### config.mk
export PLATFORM = sky130hd
export DESIGN_NAME = bip_debug_unit
export DESIGN_NICKNAME = d
export VERILOG_FILES = /design/src/rtl/bip_debug_unit_pkg.sv /design/src/rtl/bip_debug_unit_sat_counter.sv /design/src/rtl/bip_debug_unit.sv
export SDC_FILE = /design/constraint.sdc
export NUM_CORES = 1
export LEC_CHECK = 0
export CAP_MARGIN = 10
export CORE_ASPECT_RATIO = 1.4
export CORE_MARGIN = 2
export CORE_UTILIZATION = 60
export CTS_BUF_LIST = sky130_fd_sc_hd__clkbuf_4 sky130_fd_sc_hd__clkbuf_8 sky130_fd_sc_hd__clkbuf_16
export CTS_CLUSTER_DIAMETER = 200
export CTS_CLUSTER_SIZE = 28
export DETAILED_ROUTE_END_ITERATION = 10
export PLACE_DENSITY = 0.81
export SYNTH_ARGS = -nofsm -noshare
export SYNTH_HDL_FRONTEND = slang
export SYNTH_HIERARCHICAL = 1
export SYNTH_SLANG_ARGS = --single-unit
export TNS_END_PERCENT = 5
### constraint.sdc
create_clock -name clk -period 2.7 [get_ports clk]
set_input_delay 0.54 -clock clk [delete_from_list [all_inputs] [get_ports clk]]
set_output_delay 0.54 -clock clk [all_outputs]
set_load 0.005 [all_outputs]
### src/rtl/bip_debug_unit_pkg.sv
// Shared types and constants for the run-control / debug-dump stage:
// FSM states, frame constants and the frame byte mux with its checksum.
package bip_dbg_pkg;

   typedef enum logic [2:0] {
      ST_IDLE = 3'd0,
      ST_CLR  = 3'd1,
      ST_RUN  = 3'd2,
      ST_SEND = 3'd3,
      ST_DONE = 3'd4
   } dbg_state_e;

   localparam logic [7:0] DBG_HDR       = 8'hA5;
   localparam int         DBG_FRAME_LEN = 10;
   localparam int         DBG_CW        = 32;

   // Big-endian frame: header, PC, ACC, CNT, then XOR of bytes 1..8.
   // The checksum comes straight from the snapshot so any index can be muxed.
   function automatic logic [7:0] frame_byte(input logic [3:0]  idx,
                                             input logic [15:0] pc16,
                                             input logic [15:0] acc16,
                                             input logic [31:0] cnt);
      logic [7:0] b;
      case (idx)
         4'd0:    b = DBG_HDR;
         4'd1:    b = pc16[15:8];
         4'd2:    b = pc16[7:0];
         4'd3:    b = acc16[15:8];
         4'd4:    b = acc16[7:0];
         4'd5:    b = cnt[31:24];
         4'd6:    b = cnt[23:16];
         4'd7:    b = cnt[15:8];
         4'd8:    b = cnt[7:0];
         4'd9:    b = pc16[15:8] ^ pc16[7:0] ^ acc16[15:8] ^ acc16[7:0] ^
                      cnt[31:24] ^ cnt[23:16] ^ cnt[15:8] ^ cnt[7:0];
         default: b = 8'h00;
      endcase
      return b;
   endfunction

endpackage

### src/rtl/bip_debug_unit_sat_counter.sv
// Up-counter with synchronous clear that sticks at all-ones instead of wrapping.
module sat_counter #(
   parameter int W = 32
) (
   input  logic         clk,
   input  logic         rst_n,
   input  logic         clear,
   input  logic         enable,
   output logic [W-1:0] count
);

   logic [W-1:0] count_q;
   logic [W-1:0] count_d;

   always_comb begin
      count_d = count_q;
      if (clear) begin
         count_d = '0;
      end else if (enable && !(&count_q)) begin
         count_d = count_q + W'(1);
      end
   end

   always_ff @(posedge clk or negedge rst_n) begin
      if (!rst_n) begin
         count_q <= '0;
      end else begin
         count_q <= count_d;
      end
   end

   assign count = count_q;

endmodule

### src/rtl/bip_debug_unit.sv
// Run-control and debug-dump stage: clears and runs the processor, counts
// cycles until halt, then streams a 10-byte snapshot frame over valid/ready.
module bip_debug_unit
   import bip_dbg_pkg::*;
#(
   parameter int AB = 11,
   parameter int DB = 16,
   parameter int CW = 32
) (
   input  logic          clk,
   input  logic          rst_n,
   input  logic          start,
   input  logic          halt,
   input  logic [AB-1:0] pc,
   input  logic [DB-1:0] acc,
   output logic          cpu_en,
   output logic          cpu_clear,
   output logic [7:0]    tx_data,
   output logic          tx_valid,
   input  logic          tx_ready,
   output logic          busy
);

   // Byte handshake: a byte moves on a rising edge with tx_valid && tx_ready.
   // tx_valid is a pure function of state, so it never looks at tx_ready, and
   // tx_data only changes when the index advances after a transfer.

   dbg_state_e    state_q, state_d;
   logic [15:0]   pc_snap_q, pc_snap_d;
   logic [15:0]   acc_snap_q, acc_snap_d;
   logic [CW-1:0] cnt_snap_q, cnt_snap_d;
   logic [3:0]    idx_q, idx_d;
   logic [CW-1:0] cycle_cnt;
   logic [CW-1:0] cnt_with_halt;

   sat_counter #(.W(CW)) u_cnt (
      .clk    (clk),
      .rst_n  (rst_n),
      .clear  (state_q == ST_CLR),
      .enable (state_q == ST_RUN),
      .count  (cycle_cnt)
   );

   // The halt cycle itself is counted, so the reported value is one ahead.
   assign cnt_with_halt = (&cycle_cnt) ? cycle_cnt : cycle_cnt + CW'(1);

   always_comb begin
      state_d    = state_q;
      pc_snap_d  = pc_snap_q;
      acc_snap_d = acc_snap_q;
      cnt_snap_d = cnt_snap_q;
      idx_d      = idx_q;
      case (state_q)
         ST_IDLE, ST_DONE: begin
            if (start) state_d = ST_CLR;
         end
         ST_CLR: begin
            pc_snap_d  = '0;
            acc_snap_d = '0;
            cnt_snap_d = '0;
            idx_d      = '0;
            state_d    = ST_RUN;
         end
         ST_RUN: begin
            if (halt) begin
               pc_snap_d  = 16'(pc);
               acc_snap_d = 16'(acc);
               cnt_snap_d = cnt_with_halt;
               idx_d      = '0;
               state_d    = ST_SEND;
            end
         end
         ST_SEND: begin
            if (tx_ready) begin
               if (idx_q == 4'(DBG_FRAME_LEN - 1)) begin
                  state_d = ST_DONE;
               end else begin
                  idx_d = idx_q + 4'd1;
               end
            end
         end
         default: state_d = ST_IDLE;
      endcase
   end

   always_ff @(posedge clk or negedge rst_n) begin
      if (!rst_n) begin
         state_q    <= ST_IDLE;
         pc_snap_q  <= '0;
         acc_snap_q <= '0;
         cnt_snap_q <= '0;
         idx_q      <= '0;
      end else begin
         state_q    <= state_d;
         pc_snap_q  <= pc_snap_d;
         acc_snap_q <= acc_snap_d;
         cnt_snap_q <= cnt_snap_d;
         idx_q      <= idx_d;
      end
   end

   assign cpu_clear = (state_q == ST_CLR);
   assign cpu_en    = (state_q == ST_RUN);
   assign tx_valid  = (state_q == ST_SEND);
   assign busy      = (state_q == ST_CLR) || (state_q == ST_RUN) || (state_q == ST_SEND);
   assign tx_data   = tx_valid ? frame_byte(idx_q, pc_snap_q, acc_snap_q, 32'(cnt_snap_q))
                               : 8'h00;

endmodule

==> results.toml <==
[worst_setup_path]
setup.worst_path.start = "idx_q[0]$_DFFE_PN0P_"
required_ns = 2.16
path_cells = "buf_6 > buf_4 > ha_4 > buf_6 > a22o_1 > a221oi_2 > o21ai_1 > o21ai_1 > a21oi_1 > clkbuf_2"
cpPeakStageDelay_ns = 0.44
worst_ep_arrival_time_ns = 2.27
end_kind = "primary output"
crit_family = "compound AO/OA/AOI/OAI gates"
crit_path_start_kind = "flop"
crit_type = "reg -> out"
cp.buffers_inverters = 4
rr_startpoint = "u_cnt/count[0]$_DFFE_PN0P_"
crit_path_top_delay_cell = "dfrtp_1"
crit_fanout = 6

[logic_synthesis]
ys_seq_elements = 98
synth_cells = 673
async_reset_ff_share_pct = 100
yosys_warnings = 6
synthesis.nets = 711
synth_edf_count = 0
yosysTopAreaCellShare_pct = 38.9
synth_top_area_cell = "dfrtp_1"
ys_top_cells_by_area = "dfrtp_1 (39%), xnor2_1 (7.9%), a22o_1 (4.3%)"
synth.distinct_cells = 69
ys.flop_type = "dfrtp_1"
syn_area_um2 = 6310
synth_seq_area_share_pct = 38.9
synth_area_per_cell_um2 = 9.37

[sta]
worst_pin_slew_ns = 0.679
period_needed_ns = 2.81
final.setup_skew_ns = 0.00810
finalMaxSlewViolations = 0
slew_headroom_pct = 54.3
hold_slack_ns = 0.194
setup_ws_ns = -0.106
finalHoldViolCount = 0
rsz0062_at_grt = "true"
finalCritPeriodShare_pct = 104
setup_viol = 8
max_freq_mhz = 356

[global_route]
grt_pass1_vias = 5922
grt_pass1_wl_mm = 30.6
grt_max_degree = 60
track_usage_pct = 33.4
grt_antenna_before_repair = 0
grt.overflow.total = 0

[route]
wl_per_cell_um = 21.7
remaining_drc_errors = 0
via_count = 6072
routed_wl_mm = 19.3
final_antenna_net_count = 0
firstDrtPassIters = 6
vias_per_cell = 6.85
drt_iter0_markers = 509

[die]
die_area_um2 = 11400
start_util_pct = 61.3
die_w_um = 90.7
core_um2 = 10300
num_rows = 44
num_io_pins = 44
chipHeight_um = 125

[clocking]
cts_root_buffer = "clkbuf_16"
clock-sinks = 98
cts_tree = "built"
clkTransAtPathRegs_ns = 0.07
cts_inserted_buffers = 9
htreeDepth = 3
clk_latency_ns = 0.35
ctsLongestPathBuffers = 2

[finish]
antenna_cells = 0
syn_to_final_growth_pct = 20.6
fill_cells = 724
drive_above_1_share_pct = 17.6
fin_nets = 782

[power_and_ir_drop]
leakage_nw = 3.12
ir_drop_mv = 0.495
total_power_mw = 6.55
pwr_density_cell_nw_per_um2 = 861

[run_status]
outcome = "finished, violations left"
violations = "setup timing"

[placed_design]
post-dp-hpwl_mm = 12.3
gp_congestion = 0.915
pre_cts_ws_ns = 0.0821
port_buffers = 43

[min_path]
hold_class = "in -> async"

[flow_run]
max_cap_viol_count = 0
[registers in the layout, summed over array words and instances (netlist names)]
name and flops:
pc_snap_q 11, acc_snap_q 16, u_cnt/count 32, idx_q 4, state_q 3, cnt_snap_q 32
[cell families (layout without fill, tap and decap cells)]
group	Yosys count	count (layout)	synth area share, %
compound gates	187	187	21.5
xor+xnor	74	74	10.3
fa+ha+maj	6	6	1.19
buf+inv	53	129	3.67
flops	98	98	38.9
mux	13	13	2.30
simple gates	242	242	22.2
[metrics by stage]
stage                     instance area, um^2  util, %  std cells  TNS (ns)
final                                    7610     73.9        887    -0.501
after global routing                     7610     73.9        887    -0.908
after global placement                   7020     68.2        850         0
after CTS                                7470     72.6        875    -0.231
after detailed placement                 7020     68.2        850         0
after floorplan                          6310        -        673         0
[synth_stat cells, types with 5 or more instances]
cell and instances:
dfrtp_1 98, nand2_1 72, xnor2_1 57, a21oi_1 35
a22o_1 31, nor2_1 31, nand3_1 27, o21ai_0 27
clkbuf_1 26, or4_1 19, xor2_1 17, inv_1 14
nand4_1 13, o31ai_1 13, and3_1 12, o211ai_1 9
a31oi_1 8, buf_2 8, mux2_2 8, nor4_1 8
or3_1 8, a221oi_1 7, a22oi_1 7, nor3_1 7
o2111ai_1 7, o21ai_1 7, and4_1 6, ha_1 6
nor2b_1 6, a211oi_1 5, a21o_1 5, and2_1 5
[final timing paths]
| kind | cells after the start | to | slack, ns |
|---|---|---|---|
| min in group clk | 2 | cnt_snap_q[15]$_DFFE_PN0P_ | 0.54 |
| max in group asynchronous | 2 | pc_snap_q[6]$_DFFE_PN0P_ | 1.83 |
| setup / recovery | 10 | tx_data[3] | -0.11 |
| setup reg to reg | 6 | cnt_snap_q[7]$_DFFE_PN0P_ | 0.30 |
| hold / removal | 1 | pc_snap_q[0]$_DFFE_PN0P_ | 0.19 |
| hold reg to reg | 2 | cnt_snap_q[15]$_DFFE_PN0P_ | 0.54 |
[placed cells by master, fill, tap and decap left out, drive strengths merged, types with 17 or more instances in the layout]
cell type / netlist / routed
dfrtp: 98 / 98
nand2: 72 / 72
buf: 13 / 58
xnor2: 57 / 57
a21oi: 35 / 35
o21ai: 35 / 35
clkdlybuf4s50: 0 / 34
a22o: 31 / 31
nor2: 31 / 31
nand3: 29 / 29
or4: 21 / 21
nand4: 18 / 18
xor2: 17 / 17
clkbuf: 26 / 17
[power by group]
part	internal, mW	switching (mW)	leakage (nW)	total [mW]
registers	1.72	0.361	1.32	2.08
logic	1.48	1.64	1.65	3.12
clock network	0.746	0.599	0.149	1.35
total	3.95	2.60	3.12	6.55
[per-layer routing]
metal  up-vias  wire length, um  GRT usage (%)
li1       2682                -              -
met1      2934             7060           38.3
met2       337             9890           59.3
met3       119             1200           5.60
met4         0             1100           17.0
met5         -                0              0
[final cells by class]
type	count	area, um^2	share of cell area (%)
multi-input combinational	522	3750	49.4
sequential	98	2450	32.3
timing repair buffer	99	868	11.4
clock buffer	10	239	3.14
tap	138	173	2.27
clock inverter	6	65.1	0.855
inverter	14	52.6	0.691
[what timing repair did]
item / CTS / global route
gates cloned: 0 / 0
endpoints found under the setup margin: 8 / 9
hold buffers: 0 / 0
resized for setup: 33 / 31
buffers inserted: 9 / 11
pin swaps: 3 / 16
(Power assumes the default switching activity.)
